## src/rtl/ssd_scan_driver_if.sv

```systemverilog
// Game-logic <-> seven-segment scan driver bundle: value/control in, status and board pins out.
// Latency and backpressure are properties of the driver; load is dropped while busy is high.
interface ssd_scan_driver_if #(
    parameter int NUM_DIGITS = 8,
    parameter int BIN_WIDTH  = 16
);
    logic [BIN_WIDTH-1:0]  value;
    logic                  load;
    logic                  mode;
    logic                  blank_lz;
    logic [NUM_DIGITS-1:0] dp_mask;
    logic [NUM_DIGITS-1:0] digit_en;
    logic                  busy;
    logic                  ovf;
    logic [NUM_DIGITS-1:0] an;
    logic [7:0]            cathodes;

    modport master (
        output value, load, mode, blank_lz, dp_mask, digit_en,
        input  busy, ovf, an, cathodes
    );

    modport slave (
        input  value, load, mode, blank_lz, dp_mask, digit_en,
        output busy, ovf, an, cathodes
    );
endinterface

```

## src/rtl/ssd_scan_driver.sv

```systemverilog
// Multiplexed SSD driver: captures a value (hex or double-dabble BCD), blanks/dashes, scans active-low pins.
// Latency: pins lag idx by 1 cycle, BCD busy for BIN_WIDTH+1 cycles; no backpressure, load dropped while busy.
module ssd_scan_driver #(
    parameter int NUM_DIGITS    = 8,
    parameter int SCAN_DIV_BITS = 18,
    parameter int BIN_WIDTH     = 16
) (
    input  logic             clk,
    input  logic             rst_n,
    ssd_scan_driver_if.slave bus
);
    localparam int IDX_W      = (NUM_DIGITS > 1) ? $clog2(NUM_DIGITS) : 1;
    // Decimal digit count of 2^BIN_WIDTH-1 is floor(BIN_WIDTH*log10(2))+1.
    localparam int BCD_DIGITS = (BIN_WIDTH * 30103) / 100000 + 1;
    localparam int BCD_W      = 4 * BCD_DIGITS;
    localparam int DISP_W     = 4 * NUM_DIGITS;
    localparam int PAD_A      = (BIN_WIDTH > DISP_W) ? BIN_WIDTH : DISP_W;
    localparam int PAD_W      = (PAD_A > BCD_W) ? PAD_A : BCD_W;
    localparam int CNT_W      = $clog2(BIN_WIDTH + 1);
    localparam logic [6:0] SEG_DASH = 7'b1111110;

    typedef enum logic [1:0] {IDLE, CONV, DONE} state_t;

    state_t                   state, state_nxt;
    logic [SCAN_DIV_BITS-1:0] presc;
    logic [IDX_W-1:0]         idx;
    logic [BIN_WIDTH-1:0]     sh;
    logic [BCD_W-1:0]         bcd, bcd_adj;
    logic [CNT_W-1:0]         cnt;
    logic [DISP_W-1:0]        pending, display;
    logic                     pend_vld;
    logic                     ovf_q;
    logic [NUM_DIGITS-1:0]    an_q, an_nxt;
    logic [7:0]               cath_q, cath_nxt;
    logic [PAD_W-1:0]         val_pad, bcd_pad;
    logic                     hex_ovf, bcd_ovf;
    logic                     tick, frame;
    logic [NUM_DIGITS-1:0]    blank;
    logic                     zero_up;
    logic [3:0]               cur_digit;

    function automatic logic [6:0] seg_of(input logic [3:0] d);
        case (d)
            4'h0: seg_of = 7'b0000001;
            4'h1: seg_of = 7'b1001111;
            4'h2: seg_of = 7'b0010010;
            4'h3: seg_of = 7'b0000110;
            4'h4: seg_of = 7'b1001100;
            4'h5: seg_of = 7'b0100100;
            4'h6: seg_of = 7'b0100000;
            4'h7: seg_of = 7'b0001111;
            4'h8: seg_of = 7'b0000000;
            4'h9: seg_of = 7'b0000100;
            4'hA: seg_of = 7'b0001000;
            4'hB: seg_of = 7'b1100000;
            4'hC: seg_of = 7'b0110001;
            4'hD: seg_of = 7'b1000010;
            4'hE: seg_of = 7'b0110000;
            default: seg_of = 7'b0111000;
        endcase
    endfunction

    assign tick  = &presc;
    assign frame = tick && (idx == IDX_W'(NUM_DIGITS - 1));

    assign val_pad = PAD_W'(bus.value);
    assign bcd_pad = PAD_W'(bcd);
    assign hex_ovf = |(val_pad >> DISP_W);
    assign bcd_ovf = |(bcd_pad >> DISP_W);

    always_comb begin
        bcd_adj = bcd;
        for (int d = 0; d < BCD_DIGITS; d++) begin
            if (bcd[4*d +: 4] >= 4'd5) bcd_adj[4*d +: 4] = bcd[4*d +: 4] + 4'd3;
        end
    end

    always_ff @(posedge clk or negedge rst_n) begin
        if (!rst_n) state <= IDLE;
        else        state <= state_nxt;
    end

    always_comb begin
        state_nxt = state;
        case (state)
            IDLE:    if (bus.load && bus.mode) state_nxt = CONV;
            CONV:    if (cnt == CNT_W'(BIN_WIDTH - 1)) state_nxt = DONE;
            DONE:    state_nxt = IDLE;
            default: state_nxt = IDLE;
        endcase
    end

    always_ff @(posedge clk or negedge rst_n) begin
        if (!rst_n) begin
            presc <= '0;
            idx   <= '0;
        end else begin
            presc <= presc + 1'b1;
            if (tick) idx <= (idx == IDX_W'(NUM_DIGITS - 1)) ? '0 : idx + 1'b1;
        end
    end

    // A new pending value written on the frame tick wins over the commit's clear.
    always_ff @(posedge clk or negedge rst_n) begin
        if (!rst_n) begin
            sh       <= '0;
            bcd      <= '0;
            cnt      <= '0;
            pending  <= '0;
            display  <= '0;
            pend_vld <= 1'b0;
            ovf_q    <= 1'b0;
        end else begin
            if (frame && pend_vld) begin
                display  <= pending;
                pend_vld <= 1'b0;
            end
            case (state)
                IDLE: begin
                    if (bus.load && bus.mode) begin
                        sh  <= bus.value;
                        bcd <= '0;
                        cnt <= '0;
                    end else if (bus.load) begin
                        pending  <= val_pad[DISP_W-1:0];
                        ovf_q    <= hex_ovf;
                        pend_vld <= 1'b1;
                    end
                end
                CONV: begin
                    {bcd, sh} <= {bcd_adj, sh} << 1;
                    cnt       <= cnt + 1'b1;
                end
                DONE: begin
                    pending  <= bcd_pad[DISP_W-1:0];
                    ovf_q    <= bcd_ovf;
                    pend_vld <= 1'b1;
                end
                default: ;
            endcase
        end
    end

    // Leading-zero run is scanned from the top digit down; overflow dashes override it.
    always_comb begin
        zero_up = 1'b1;
        blank   = '0;
        for (int i = NUM_DIGITS - 1; i >= 0; i--) begin
            zero_up  = zero_up && (display[4*i +: 4] == 4'h0);
            blank[i] = !bus.digit_en[i];
            if (i > 0 && bus.blank_lz && !ovf_q && zero_up) blank[i] = 1'b1;
        end
    end

    always_comb begin
        an_nxt    = '1;
        cath_nxt  = 8'hFF;
        cur_digit = display[4*idx +: 4];
        if (!blank[idx]) begin
            an_nxt[idx] = 1'b0;
            cath_nxt    = {(ovf_q ? SEG_DASH : seg_of(cur_digit)), ~bus.dp_mask[idx]};
        end
    end

    always_ff @(posedge clk or negedge rst_n) begin
        if (!rst_n) begin
            an_q   <= '1;
            cath_q <= 8'hFF;
        end else begin
            an_q   <= an_nxt;
            cath_q <= cath_nxt;
        end
    end

    assign bus.busy     = (state != IDLE);
    assign bus.ovf      = ovf_q;
    assign bus.an       = an_q;
    assign bus.cathodes = cath_q;
endmodule
```

## src/flat_wrapper.sv

```systemverilog
// flat-port wrapper written by rule: the top's interface ports become plain ports
module ssd_scan_driver_flat 
#(
    parameter int NUM_DIGITS    = 8,
    parameter int SCAN_DIV_BITS = 18,
    parameter int BIN_WIDTH     = 16
)
  (clk, rst_n, bus_value, bus_load, bus_mode, bus_blank_lz, bus_dp_mask, bus_digit_en, bus_busy, bus_ovf, bus_an, bus_cathodes);
  ssd_scan_driver_if #(.NUM_DIGITS(NUM_DIGITS), .BIN_WIDTH(BIN_WIDTH)) bus_i ();
  input  logic clk;
  input  logic rst_n;
  input wire logic [$bits(bus_i.value)-1:0] bus_value;
  input wire logic [$bits(bus_i.load)-1:0] bus_load;
  input wire logic [$bits(bus_i.mode)-1:0] bus_mode;
  input wire logic [$bits(bus_i.blank_lz)-1:0] bus_blank_lz;
  input wire logic [$bits(bus_i.dp_mask)-1:0] bus_dp_mask;
  input wire logic [$bits(bus_i.digit_en)-1:0] bus_digit_en;
  output wire logic [$bits(bus_i.busy)-1:0] bus_busy;
  output wire logic [$bits(bus_i.ovf)-1:0] bus_ovf;
  output wire logic [$bits(bus_i.an)-1:0] bus_an;
  output wire logic [$bits(bus_i.cathodes)-1:0] bus_cathodes;
  assign bus_i.value = bus_value;
  assign bus_i.load = bus_load;
  assign bus_i.mode = bus_mode;
  assign bus_i.blank_lz = bus_blank_lz;
  assign bus_i.dp_mask = bus_dp_mask;
  assign bus_i.digit_en = bus_digit_en;
  assign bus_busy = bus_i.busy;
  assign bus_ovf = bus_i.ovf;
  assign bus_an = bus_i.an;
  assign bus_cathodes = bus_i.cathodes;
  ssd_scan_driver #(.NUM_DIGITS(NUM_DIGITS), .SCAN_DIV_BITS(SCAN_DIV_BITS), .BIN_WIDTH(BIN_WIDTH)) u_core (.clk(clk), .rst_n(rst_n), .bus(bus_i));
endmodule
```

## config.mk

```make
export PLATFORM = sky130hd
export DESIGN_NAME = ssd_scan_driver_flat
export DESIGN_NICKNAME = d
export VERILOG_FILES = /design/src/rtl/ssd_scan_driver_if.sv /design/src/rtl/ssd_scan_driver.sv /design/src/flat_wrapper.sv
export SDC_FILE = /design/constraint.sdc
export NUM_CORES = 1
export LEC_CHECK = 0
export ABC_CLOCK_PERIOD_IN_PS = 4150
export CORE_ASPECT_RATIO = 0.6
export CORE_MARGIN = 2
export CORE_UTILIZATION = 56
export DETAILED_ROUTE_END_ITERATION = 10
export GPL_TIMING_DRIVEN = 0
export PLACE_DENSITY = 0.78
export SLEW_MARGIN = 10
export SYNTH_ARGS = -nofsm -noshare
export SYNTH_HDL_FRONTEND = slang
export SYNTH_SLANG_ARGS = --single-unit
```

## constraint.sdc

```tcl
create_clock -name clk -period 4.15 [get_ports clk]
set_input_delay 1.0375 -clock clk [delete_from_list [all_inputs] [get_ports clk]]
set_output_delay 1.0375 -clock clk [all_outputs]
set_load 0.01 [all_outputs]
```

[Word-level counts from Yosys, hierarchy flattened]
Memory sizes are Yosys's and may differ from the RTL's.
Index checks and enable logic that the tools add are counted.
Storage, ports and cells
  register bits: 146
  bits in read-only memories: 112
  bits of input ports: 37
  output and inout bits: 18
  logic and storage cells: 122
  memories kept: 1
Memories
  (no name shown): depth 16, bits a word 7, read ports 1, clocked after memory_dff 0, write ports 0, line ssd_scan_driver.sv:43  | case (d)
Operators by class
  add/subtract/negate cells: 8
  magnitude comparators: 7
  eq/ne operators: 8
  shift operators: 1
  multiplexer cells: 41
  bitwise logic cells: 2
  reductions and logical operators: 42
Operators with widths (number)
  two-way mux 32 bit: 2
  one-hot mux 32 bit (2 select lines): 1
  one-hot mux 20 bit (2 select lines): 1
  one-hot mux 16 bit (2 select lines): 1
  variable part select 32 x 6 -> 4 bit: 1
  logical NOT 4 bit: 7
  greater-or-equal comparator 4 x 3 -> 1 bit (second input constant): 5
  two-way mux 20 bit: 1
  adder 18 x 1 -> 18 bit (second input constant): 1
  logical AND 1 bit: 18
  AND reduction 18 bit: 1
  adder 4 x 2 -> 4 bit (second input constant): 4
  two-way mux 16 bit: 1
  two-way mux 4 bit: 4
  two-way mux 8 bit: 2
  two-way mux 1 bit: 15
  one-hot mux 5 bit (2 select lines): 1
  logical NOT 1 bit: 9
  NOT 8 bit: 1
  two-way mux 7 bit: 1
  binary-select mux 1 bit (select 3 bit): 2
  two-way mux 3 bit: 2
  nonzero test 2 bit: 3
  adder 5 x 1 -> 5 bit (second input constant): 1
  other kinds (19): 24

[Logic depth before layout (Yosys ltp)]
Gate-level depths: netlist of run 1.
  word-level depth: 12
  mapped depth: 9
  mapped depth without buffers: 8

[Worst setup path before layout of run 1]
Ideal clock, no wire load.
  path kind: register to register
  start: register u_core.idx[2]
  end: register u_core.cath_q[3], in the netlist u_core.bus.cathodes[3]
  setup time: 81 ps
  arrival: 1977 ps
  required time: 4069 ps
  path slack: 2091 ps
  cell stages (with the launch flop): 9
  buffers on the path: 2
  clock period less this slack: 2059 ps
  path through: dfrtp_1 -> buf_2 -> clkbuf_1 -> o22ai_1 -> o21ai_0 -> inv_1 -> ha_1 -> mux2_2 -> o211ai_1
On the way
  longest elaborated chain between the ends: 4
  elaborated cells between the ends (all ways): 6
  classes of those cells: shift: 1; mux: 4; memory: 1
RTL lines
  from (decl): line ssd_scan_driver.sv:26  | logic [IDX_W-1:0] idx;
  from (signal assigned): line ssd_scan_driver.sv:99  | if (tick) idx <= (idx == IDX_W'(NUM_DIGITS - 1)) ? '0 : idx + 1'b1;
  variable part select 32 x 6 -> 4 bit: line ssd_scan_driver.sv:158  | cur_digit = display[4*idx +: 4];
  memory read (16 x 7 bit)
  two-way mux 7 bit: line ssd_scan_driver.sv:161  | cath_nxt = {(ovf_q ? SEG_DASH : seg_of(cur_digit)), ~bus.dp_mask[idx]};
  two-way mux 8 bit *: line ssd_scan_driver.sv:159  | if (!blank[idx]) begin
  via u_core.cath_nxt[3]: line ssd_scan_driver.sv:34  | logic [7:0] cath_q, cath_nxt;
  to (signal assigned): line ssd_scan_driver.sv:171  | cath_q <= cath_nxt;
  to (decl): line ssd_scan_driver.sv:34
The timed path passes the listed nets; every way through them passes the cells marked *. The select of a mux whose other input is x is not followed.
A chain may end at the register's enable or synchronous reset.

[Worst setup path after layout of run 1]
  start: register u_core.state[1]
  end: output bus_busy
On the way
  longest elaborated chain between the ends: 1
RTL lines
  from (decl): line ssd_scan_driver.sv:24  | state_t state, state_nxt;
  from (signal assigned): line ssd_scan_driver.sv:80  | else state <= state_nxt;
  nonzero test 2 bit: line ssd_scan_driver.sv:175  | assign bus.busy = (state != IDLE);
  to (decl): line flat_wrapper.sv:18  | output wire logic [$bits(bus_i.busy)-1:0] bus_busy;
Every way passes these cells.

==> results.py, run 1 <==
metrics = {
    "run_status": {
        "status": "finished, final reports clean",
    },
    "power": {
        "sequentialPowerShare_pct": 39.3,
        "power.share.clock_pct": 32.5,
        "power.leakage_nw": 3.20,
        "comb_power_share_pct": 28.2,
        "switching_share_pct": 33.5,
        "p_per_area_nw_per_um2": 590,
        "intPower_mw": 2.85,
        "vdd_drop_max_mv": 0.379,
        "p_sw_mw": 1.44,
    },
    "worst_hold_path": {
        "min_to": "u_core.presc[12]",
        "hold_class": "flop to flop",
        "whs_path_depth": 1,
        "hold_path_startpoint": "u_core.presc[12]",
    },
    "cells_and_area": {
        "antenna_cells": 0,
        "utilization_pct": 69.3,
        "mostFrequentLayoutCells": "dfrtp_1 (105), nand2_1 (80), clkdlybuf4s50_1 (52), o21ai_0 (35), nor2_1 (33)",
        "num-fill-cells": 736,
        "fin_area_um2": 7260,
        "drive_above_1_share_pct": 14.6,
        "area_growth_pct": 21.4,
        "fin_nets": 681,
        "final_common_cell": "dfrtp_1",
    },
    "sta": {
        "rsz0062_at_grt": "no",
        "fin_crit_sh_pct": 68.7,
        "finClkSkew_ns": 0.00707,
        "relSlewSlack_pct": 36.4,
        "tns_ns": 0,
        "period_needed_ns": 2.85,
        "worstMarginPinSlew_ns": 0.943,
        "hold_viol_final": 0,
        "max_clock_freq_mhz": 351,
        "setup_viol": 0,
        "finalMaxSlewViolations": 0,
    },
    "clock_network": {
        "cts_setup_buffers": 0,
        "path_clk_slew_ns": 0.05,
        "cts_num_sinks": 121,
        "cts_root_buf": "clkbuf_16",
        "h-tree-depth": 4,
        "cts_resized": 0,
        "ctsHoldBuffers": 0,
        "cts.path.max_buffers": 2,
        "cts_buffers": 17,
        "clk_latency_ns": 0.41,
        "cts_tree": "built",
    },
    "global_routing": {
        "grt_pass1_wl_um": 22800,
        "grt_pass1_vias": 4493,
        "antenna_found_initial": 0,
        "globalRoute.totalOverflow": 0,
        "globalRouteTotalUtil_pct": 25.9,
        "grt_max_degree": 89,
    },
    "die": {
        "chipHeight_um": 84.1,
        "rows": 29,
        "num_io_pins": 55,
        "core-area_um2": 10500,
        "start_util_pct": 57.0,
        "die_area_um2": 11600,
        "die_x_um": 137,
    },
    "routing": {
        "vias": 4538,
        "dr.pass1.iters": 5,
        "drtAntennaViolNets": 0,
        "drtIter0Drc": 486,
        "viasPerCell": 5.86,
        "wl_per_cell_um": 17.5,
        "routed_wl_um": 13600,
        "drcViolationCount": 0,
    },
    "worst_setup_path": {
        "cp.required_ns": 3.11,
        "end_kind": "output port",
        "path_class": "flop to output port",
        "crit_path_start": "u_core.state[1]",
        "path_max_fanout": 10,
        "cp_data_arrival_time_ns": 1.81,
        "r2r_start": "u_core.idx[2]",
        "startpoint_type": "flop",
        "rrSetupSlack_ns": 1.33,
        "r2r.worst_path.cells": 8,
        "rr_endpoint": "u_core.bus.cathodes[3]",
    },
    "synthesis": {
        "avgSynthCellArea_um2": 10.9,
        "syn_nets": 608,
        "synth_top_area_share_pct": 43.9,
        "postSynth.asyncResetShare_pct": 100,
        "syn_area_um2": 5980,
        "yosysSeqAreaShare_pct": 51.0,
        "yosysWarnings": 0,
        "ys_top_cells_by_area": "dfrtp_1 (44%), dfstp_2 (7.0%), mux2_4 (5.0%)",
        "synth_top_area_cell": "dfrtp_1",
        "synth_cells": 550,
        "synth_cell_type_count": 58,
        "synthFlopType": "dfrtp_1",
        "synth_enable_flop_cells": 0,
        "synth_seq_cells": 121,
    },
    "place": {
        "place_area_um2": 6720,
        "portBuffers": 53,
        "dp_hpwl_um": 9640,
        "routabilityCongestion": 0.911,
    },
    "flow_run": {
        "drv_cap": 0,
    },
}
[per-stage QoR]
step | instances | hold slack, ns | total power, mW | worst slack, ns
2_1_floorplan | 550 | 0.438 | 2.49 | 2.09
3_5_place_dp | 743 | 0.457 | 2.88 | 1.04
6_report | 775 | 0.468 | 4.28 | 1.30
5_1_grt | 775 | 0.499 | 4.55 | 1.17
4_1_cts | 775 | 0.469 | 4.28 | 1.29
3_3_place_gp | 742 | 0.452 | 2.81 | -2.49
[flip-flops by register name, summed over array words and instances, names as in the netlist, 3 cells and up]
signal / count
u_core.pending: 20
u_core.bus.an: 8
u_core.display: 20
u_core.idx: 3
u_core.sh: 16
u_core.cnt: 5
u_core.bus.cathodes: 8
u_core.bcd: 20
u_core.presc: 18
[Yosys cell counts (all sizes together) (4+ instances only)]
master  instances
dfrtp         105
nand2          81
o21ai          35
nor2           34
mux2           27
mux2i          25
ha             21
xnor2          20
clkbuf         18
inv            17
a31oi          16
dfstp          16
a21oi          14
buf            13
and3            9
nand3           9
nand2b          8
a22o            7
nand4           7
o22ai           7
a32o            5
nand3b          5
o31ai           5
xor2            5
o32ai           4
[logic make-up after synthesis]
logic type / count (synthesis) / synth area share [%]
simple gates: 170 / 13.3
flops: 121 / 51.0
compound gates: 110 / 12.3
mux: 54 / 11.3
buf+inv: 48 / 4.04
xor+xnor: 25 / 3.66
fa+ha+maj: 21 / 4.39
other cells: 1 / 0.0627
[worst max path at each step]
stage                             endpoint  slack (ns)
floorplan           u_core.bus.cathodes[3]        2.09
global placement          u_core.presc[12]       -2.49
detailed placement            u_core.sh[3]        1.04
CTS                               bus_busy        1.29
global route        u_core.bus.cathodes[3]        1.17
finish                            bus_busy        1.30
[power by group through the flow]
| stage | sequential [mW] | combinational, mW | clock (mW) |
|---|---|---|---|
| after floorplan | 1.64 | 0.856 | 0 |
| after global placement | 1.68 | 1.13 | 0 |
| after detailed placement | 1.70 | 1.19 | 0 |
| after CTS | 1.68 | 1.20 | 1.41 |
| after global routing | 1.72 | 1.36 | 1.47 |
| final | 1.68 | 1.21 | 1.39 |
[worst max-delay path: stages (launching register included)]
cell and delay [ns]:
dfrtp_1 0.38, clkbuf_1 0.21, or2_2 0.32, clkdlybuf4s50_1 0.49
[cell type report]
class                      count  area (um2)  share of cell area [%]
clock inverter                 9         101                    1.40
tap                          139         174                    2.39
inverter                      17        63.8                   0.878
clock buffer                  23         448                    6.17
timing repair buffer          54         559                    7.70
sequential                   121        3050                    42.0
multi-input combinational    381        2690                    37.1
buffer                        31         178                    2.45
[per-layer routing]
metal,routed length [um],vias up,track usage (%)
met1,6440,2271,39.9
met3,975,20,5.95
met2,5990,157,36.0
met4,183,0,8.72
met5,0,-,0
li1,-,2090,-
(Power assumes the default switching activity.)
==> run 2: changes to the inputs <==
--- a/config.mk
+++ b/config.mk
@@ -5,13 +5,13 @@
 export SDC_FILE = /design/constraint.sdc
 export NUM_CORES = 1
 export LEC_CHECK = 0
-export ABC_CLOCK_PERIOD_IN_PS = 4150
+export ABC_CLOCK_PERIOD_IN_PS = 2350
 export CORE_ASPECT_RATIO = 0.6
 export CORE_MARGIN = 2
-export CORE_UTILIZATION = 56
+export CORE_UTILIZATION = 52
 export DETAILED_ROUTE_END_ITERATION = 10
 export GPL_TIMING_DRIVEN = 0
-export PLACE_DENSITY = 0.78
+export PLACE_DENSITY = 0.76
 export SLEW_MARGIN = 10
 export SYNTH_ARGS = -nofsm -noshare
 export SYNTH_HDL_FRONTEND = slang
==> constraint.sdc (replaced) <==
create_clock -name clk -period 2.35 [get_ports clk]
set_input_delay 0.5875 -clock clk [delete_from_list [all_inputs] [get_ports clk]]
set_output_delay 0.5875 -clock clk [all_outputs]
set_load 0.01 [all_outputs]
==> run 2 against run 1 <==
  * Register-to-register slack worse by 1.2 ns
  * Cell count up 0.65%
  * Sequential cell count unchanged
  * Sequential power up 80%
  * Clock skew up 0.00096 ns
==> results.py, run 2 (synthesis results as in run 1) <==
metrics = {
    "worst_setup_path": {
        "end_kind": "output port",
        "worstPathCellList": "or2_2 > clkdlybuf4s50_1",
        "path_class": "flop to output port",
        "slowest_stage": "dfrtp_1",
        "max_stage_delay_ns": 0.49,
        "startpoint_type": "flop",
        "path_max_fanout": 10,
        "cp_data_arrival_time_ns": 1.72,
        "cp.required_ns": 1.76,
    },
    "routing": {
        "drtIter0Drc": 370,
        "drtAntennaViolNets": 0,
        "drcViolationCount": 0,
        "dr.pass1.iters": 5,
        "viasPerCell": 5.82,
        "wl_per_cell_um": 18.6,
        "routed_wl_um": 14500,
        "vias": 4542,
    },
    "cells_and_area": {
        "reg.largest.list": "u_core.bcd x20, u_core.display x20, u_core.pending x20",
        "fin_nets": 681,
        "final_common_cell": "dfrtp_1",
        "stdcell_count": 780,
        "antenna_cells": 0,
        "mostFrequentLayoutCells": "dfrtp_1 (103), nand2_1 (80), clkdlybuf4s50_1 (52), o21ai_0 (34), nor2_1 (31)",
        "num-fill-cells": 865,
        "area_growth_pct": 23.6,
        "drive_above_1_share_pct": 17.1,
    },
    "die": {
        "start_util_pct": 53.1,
        "die_area_um2": 12400,
        "chipHeight_um": 87.1,
        "die_x_um": 142,
        "rows": 30,
        "num_io_pins": 55,
        "core-area_um2": 11300,
    },
    "power": {
        "power.leakage_nw": 3.27,
        "comb_power_share_pct": 27.1,
        "sequentialPowerShare_pct": 37.6,
        "switching_share_pct": 33.3,
        "p_sw_mw": 2.68,
        "p_per_area_nw_per_um2": 1090,
        "intPower_mw": 5.36,
        "vdd_drop_max_mv": 0.660,
        "power.share.clock_pct": 35.3,
    },
    "global_routing": {
        "antenna_found_initial": 0,
        "grt_max_degree": 92,
        "globalRouteTotalUtil_pct": 25.2,
        "grt_pass1_vias": 4550,
        "grt_pass1_wl_um": 23700,
        "globalRoute.totalOverflow": 0,
    },
    "place": {
        "portBuffers": 53,
        "routabilityCongestion": 0.882,
        "dp_hpwl_um": 9790,
        "dp.cells": 748,
    },
    "clock_network": {
        "ctsHoldBuffers": 0,
        "cts_tree": "built",
        "cts_num_sinks": 121,
        "cts_root_buf": "clkbuf_16",
        "cts.path.max_buffers": 2,
        "path_clk_slew_ns": 0.06,
        "cts_buffers": 17,
        "h-tree-depth": 4,
        "clk_latency_ns": 0.42,
    },
    "sta": {
        "tns_ns": 0,
        "fin_crit_sh_pct": 98.3,
        "setup_viol": 0,
        "finalMaxSlewViolations": 0,
        "worstMarginPinSlew_ns": 0.712,
        "finClkSkew_ns": 0.00803,
        "fin_hold_ws_ns": 0.0468,
        "relSlewSlack_pct": 52.5,
        "period_needed_ns": 2.31,
        "hold_viol_final": 0,
        "max_clock_freq_mhz": 433,
    },
    "run_status": {
        "status": "finished, final reports clean",
    },
    "worst_hold_path": {
        "hold_class": "primary input to asynchronous set/reset pin",
    },
    "flow_run": {
        "drv_cap": 0,
    },
}
## run 2: timing repair
item,4_1_cts,5_1_grt
resized for setup,5,5
setup buffers,0,2
endpoints found under the setup margin,8,6
pin swaps,0,1
## run 2: area by class of cell
type	instances	area [um2]	share of cell area [%]
Buffer	29	173	2.34
Clock inverter	11	168	2.27
Multi-Input combinational cell	381	2700	36.6
Tap cell	144	180	2.44
Timing Repair Buffer	56	574	7.77
Inverter	17	63.8	0.863
Clock buffer	21	480	6.50
Sequential cell	121	3050	41.3
## run 2: per-stage QoR
step                      total power [mW]  utilization (%)  cell area, um2  setup WS (ns)
final                                 8.04             65.6            7390         0.0402
after global routing                  8.48             65.6            7390       -0.00107
after CTS                             8.03             65.5            7370         0.0129
after detailed placement              5.12             59.7            6720         -0.308
after global placement                4.97             59.4            6690          -3.86
after floorplan                       4.41                -            5980          0.291
## run 2: routing by layer
layer / vias to the layer above / GRT usage, % / share of wire (%)
met5: - / 0 / 0
met4: 0 / 9.54 / 1.4
met3: 20 / 6.76 / 6.7
met2: 147 / 38.4 / 46
met1: 2295 / 34.9 / 46
li1: 2080 / - / -
## run 2: worst max-delay path, delay by kind of cell, from the launching register on
family | cells | cell delay (ns)
flops | 1 | 0.49
buf+inv | 1 | 0.48
simple gates | 1 | 0.34
## run 2: power by group through the flow
stage | registers [mW] | clock network, mW | logic (mW)
after floorplan | 2.89 | 0 | 1.51
after global placement | 2.97 | 0 | 1.99
after detailed placement | 3.00 | 0 | 2.12
after CTS | 3.00 | 2.87 | 2.15
after global routing | 3.08 | 2.97 | 2.43
final | 3.02 | 2.84 | 2.18
## run 2: path summary, 6_finish.rpt
| check | depth (start not counted) | end | slack (ns) | startpoint |
|---|---|---|---|---|
| worst max-delay path | 2 | bus_busy | 0.04 | u_core.state[0] |
| worst min-delay path | 1 | u_core.display[18] | 0.05 | rst_n |
| worst max register to register | 9 | u_core.bus.cathodes[4] | 0.12 | u_core.idx[0] |
| worst min register to register | 1 | u_core.presc[7] | 0.47 | u_core.presc[7] |
| max in group asynchronous | 2 | u_core.bus.cathodes[3] | 1.55 | rst_n |
| min in group clk | 1 | u_core.presc[7] | 0.47 | u_core.presc[7] |
==> run 3: changes to the inputs <==
--- a/config.mk
+++ b/config.mk
@@ -16,3 +16,4 @@
 export SYNTH_ARGS = -nofsm -noshare
 export SYNTH_HDL_FRONTEND = slang
 export SYNTH_SLANG_ARGS = --single-unit
+export TNS_END_PERCENT = 10
==> run 3 against run 2 <==
  * Sequential power about the same
  * Design area about the same
  * Worst setup slack better by 0.073 ns
  * Critical path type is now flop to flop
  * Clock power is essentially flat
  * Power fell by 0.18%
  * Wire length fell by 0.64%
  * Combinational power barely moved
  * Clock skew grew 0.00067 ns
  * Register-to-register slack is essentially flat
  * Core utilization barely moved
  * Sequential share of layout area about the same
  * Clock-buffer cell count stayed put
==> results.py, run 3 (synthesis results as in run 1) <==
metrics = {
    "run_status": {
        "status": "finished, final reports clean",
    },
    "place": {
        "routabilityCongestion": 0.882,
        "dp.cells": 748,
        "portBuffers": 53,
        "dp_hpwl_um": 9790,
    },
    "clock_network": {
        "ctsHoldBuffers": 0,
        "h-tree-depth": 4,
        "cts_tree": "built",
        "cts_buffers": 17,
        "cts_num_sinks": 121,
        "cts_root_buf": "clkbuf_16",
        "cts.path.max_buffers": 2,
        "path_clk_slew_ns": 0.06,
        "clk_latency_ns": 0.42,
    },
    "sta": {
        "finalMaxSlewViolations": 0,
        "setup_viol": 0,
        "hold_viol_final": 0,
        "worstMarginPinSlew_ns": 0.708,
        "finClkSkew_ns": 0.00870,
        "rsz0062_at_grt": "yes",
        "fin_hold_ws_ns": 0.0443,
        "fin_crit_sh_pct": 95.2,
        "relSlewSlack_pct": 52.8,
        "max_clock_freq_mhz": 447,
        "period_needed_ns": 2.24,
    },
    "flow_run": {
        "drv_cap": 0,
    },
    "routing": {
        "drtAntennaViolNets": 0,
        "routed_wl_um": 14400,
        "drtIter0Drc": 393,
        "drcViolationCount": 0,
        "viasPerCell": 5.79,
        "vias": 4520,
        "dr.pass1.iters": 4,
        "wl_per_cell_um": 18.5,
    },
    "cells_and_area": {
        "antenna_cells": 0,
        "reg.largest.list": "u_core.bcd x20, u_core.display x20, u_core.pending x20",
        "fin_nets": 682,
        "utilization_pct": 65.7,
        "drive_above_1_share_pct": 17.0,
        "register_area_um2": 3050,
        "num-fill-cells": 864,
        "stdcell_count": 781,
        "final_common_cell": "dfrtp_1",
        "area_growth_pct": 23.7,
        "multiInputGateArea_um2": 2700,
        "mostFrequentLayoutCells": "dfrtp_1 (104), nand2_1 (80), clkdlybuf4s50_1 (51), o21ai_0 (34), nor2_1 (31)",
    },
    "worst_setup_path": {
        "path_class": "flop to flop",
        "startpoint_type": "flop",
        "path_max_fanout": 10,
        "cp_data_arrival_time_ns": 2.58,
        "path_delay_family": "simple AND/OR/NAND/NOR gates",
        "worstPathCellList": "buf_2 > nor2_2 > a221o_1 > inv_1 > ha_1 > or3_1 > o221ai_1 > nand2_1",
        "max_stage_delay_ns": 0.40,
        "slowest_stage": "or3_1",
        "crit_buf_inv": 2,
        "end_kind": "flop",
        "cp.required_ns": 2.69,
    },
    "die": {
        "rows": 30,
        "core-area_um2": 11300,
        "start_util_pct": 53.1,
        "num_io_pins": 55,
        "chipHeight_um": 87.1,
        "die_area_um2": 12400,
        "die_x_um": 142,
    },
    "power": {
        "power.leakage_nw": 3.27,
        "vdd_drop_max_mv": 0.660,
        "p_per_area_nw_per_um2": 1080,
        "finalPower_mw": 8.02,
    },
    "global_routing": {
        "antenna_found_initial": 0,
        "globalRouteTotalUtil_pct": 25.2,
        "grt_max_degree": 92,
        "globalRoute.totalOverflow": 0,
        "grt_pass1_wl_um": 23700,
        "grt_pass1_vias": 4554,
    },
    "worst_hold_path": {
        "hold_class": "primary input to asynchronous set/reset pin",
    },
}
[run 3: worst paths after layout]
| kind | start | end | slack (ns) | cells past startpoint |
|---|---|---|---|---|
| max | u_core.idx[1] | u_core.bus.cathodes[7] | 0.11 | 8 |
| min | rst_n | u_core.display[18] | 0.04 | 1 |
| max reg2reg | u_core.idx[1] | u_core.bus.cathodes[7] | 0.11 | 8 |
| min reg2reg | u_core.presc[5] | u_core.presc[5] | 0.47 | 1 |
| max in group asynchronous | rst_n | u_core.bus.cathodes[3] | 1.54 | 2 |
| min in group clk | u_core.presc[5] | u_core.presc[5] | 0.47 | 1 |
[run 3: through the flow]
stage / TNS (ns) / cell area [um2] / setup WS, ns
after global routing: -0.0150 / 7400 / -0.0150
after CTS: -0.0428 / 7380 / -0.0428
after global placement: -448.70 / 6690 / -3.86
after detailed placement: -8.59 / 6720 / -0.308
final: 0 / 7400 / 0.113
after floorplan: 0 / 5980 / 0.291
[run 3: what timing repair did]
item                                    in CTS  in global routing
setup buffers                                0                  2
gates resized for setup                      6                  4
endpoints found under the hold margin        0                  0
endpoints found under the setup margin       8                 17
pin swaps                                    0                  1
[run 3: routing by layer]
layer  global-route usage (%)  part of all wire (%)  wire length [um]
met5                        0                     0                 0
met3                     6.76                   7.4              1070
met4                     9.54                   1.7               252
met1                     34.9                    45              6510
met2                     38.4                    46              6590
[run 3: layout make-up]
| cell class | instances | area share, % |
|---|---|---|
| Tap cell | 144 | 2.44 |
| Timing Repair Buffer | 56 | 7.80 |
| Clock inverter | 11 | 2.27 |
| Sequential cell | 121 | 41.2 |
| Clock buffer | 21 | 6.50 |
| Inverter | 17 | 0.863 |
| Buffer | 30 | 2.38 |
| Multi-Input combinational cell | 381 | 36.5 |
[run 3: power breakdown]
group / total, mW / internal [mW] / leakage [nW] / switching [mW]
sequential: 3.01 / 2.61 / 1.52 / 0.405
clock: 2.84 / 1.88 / 0.315 / 0.961
combinational: 2.17 / 0.870 / 1.44 / 1.30
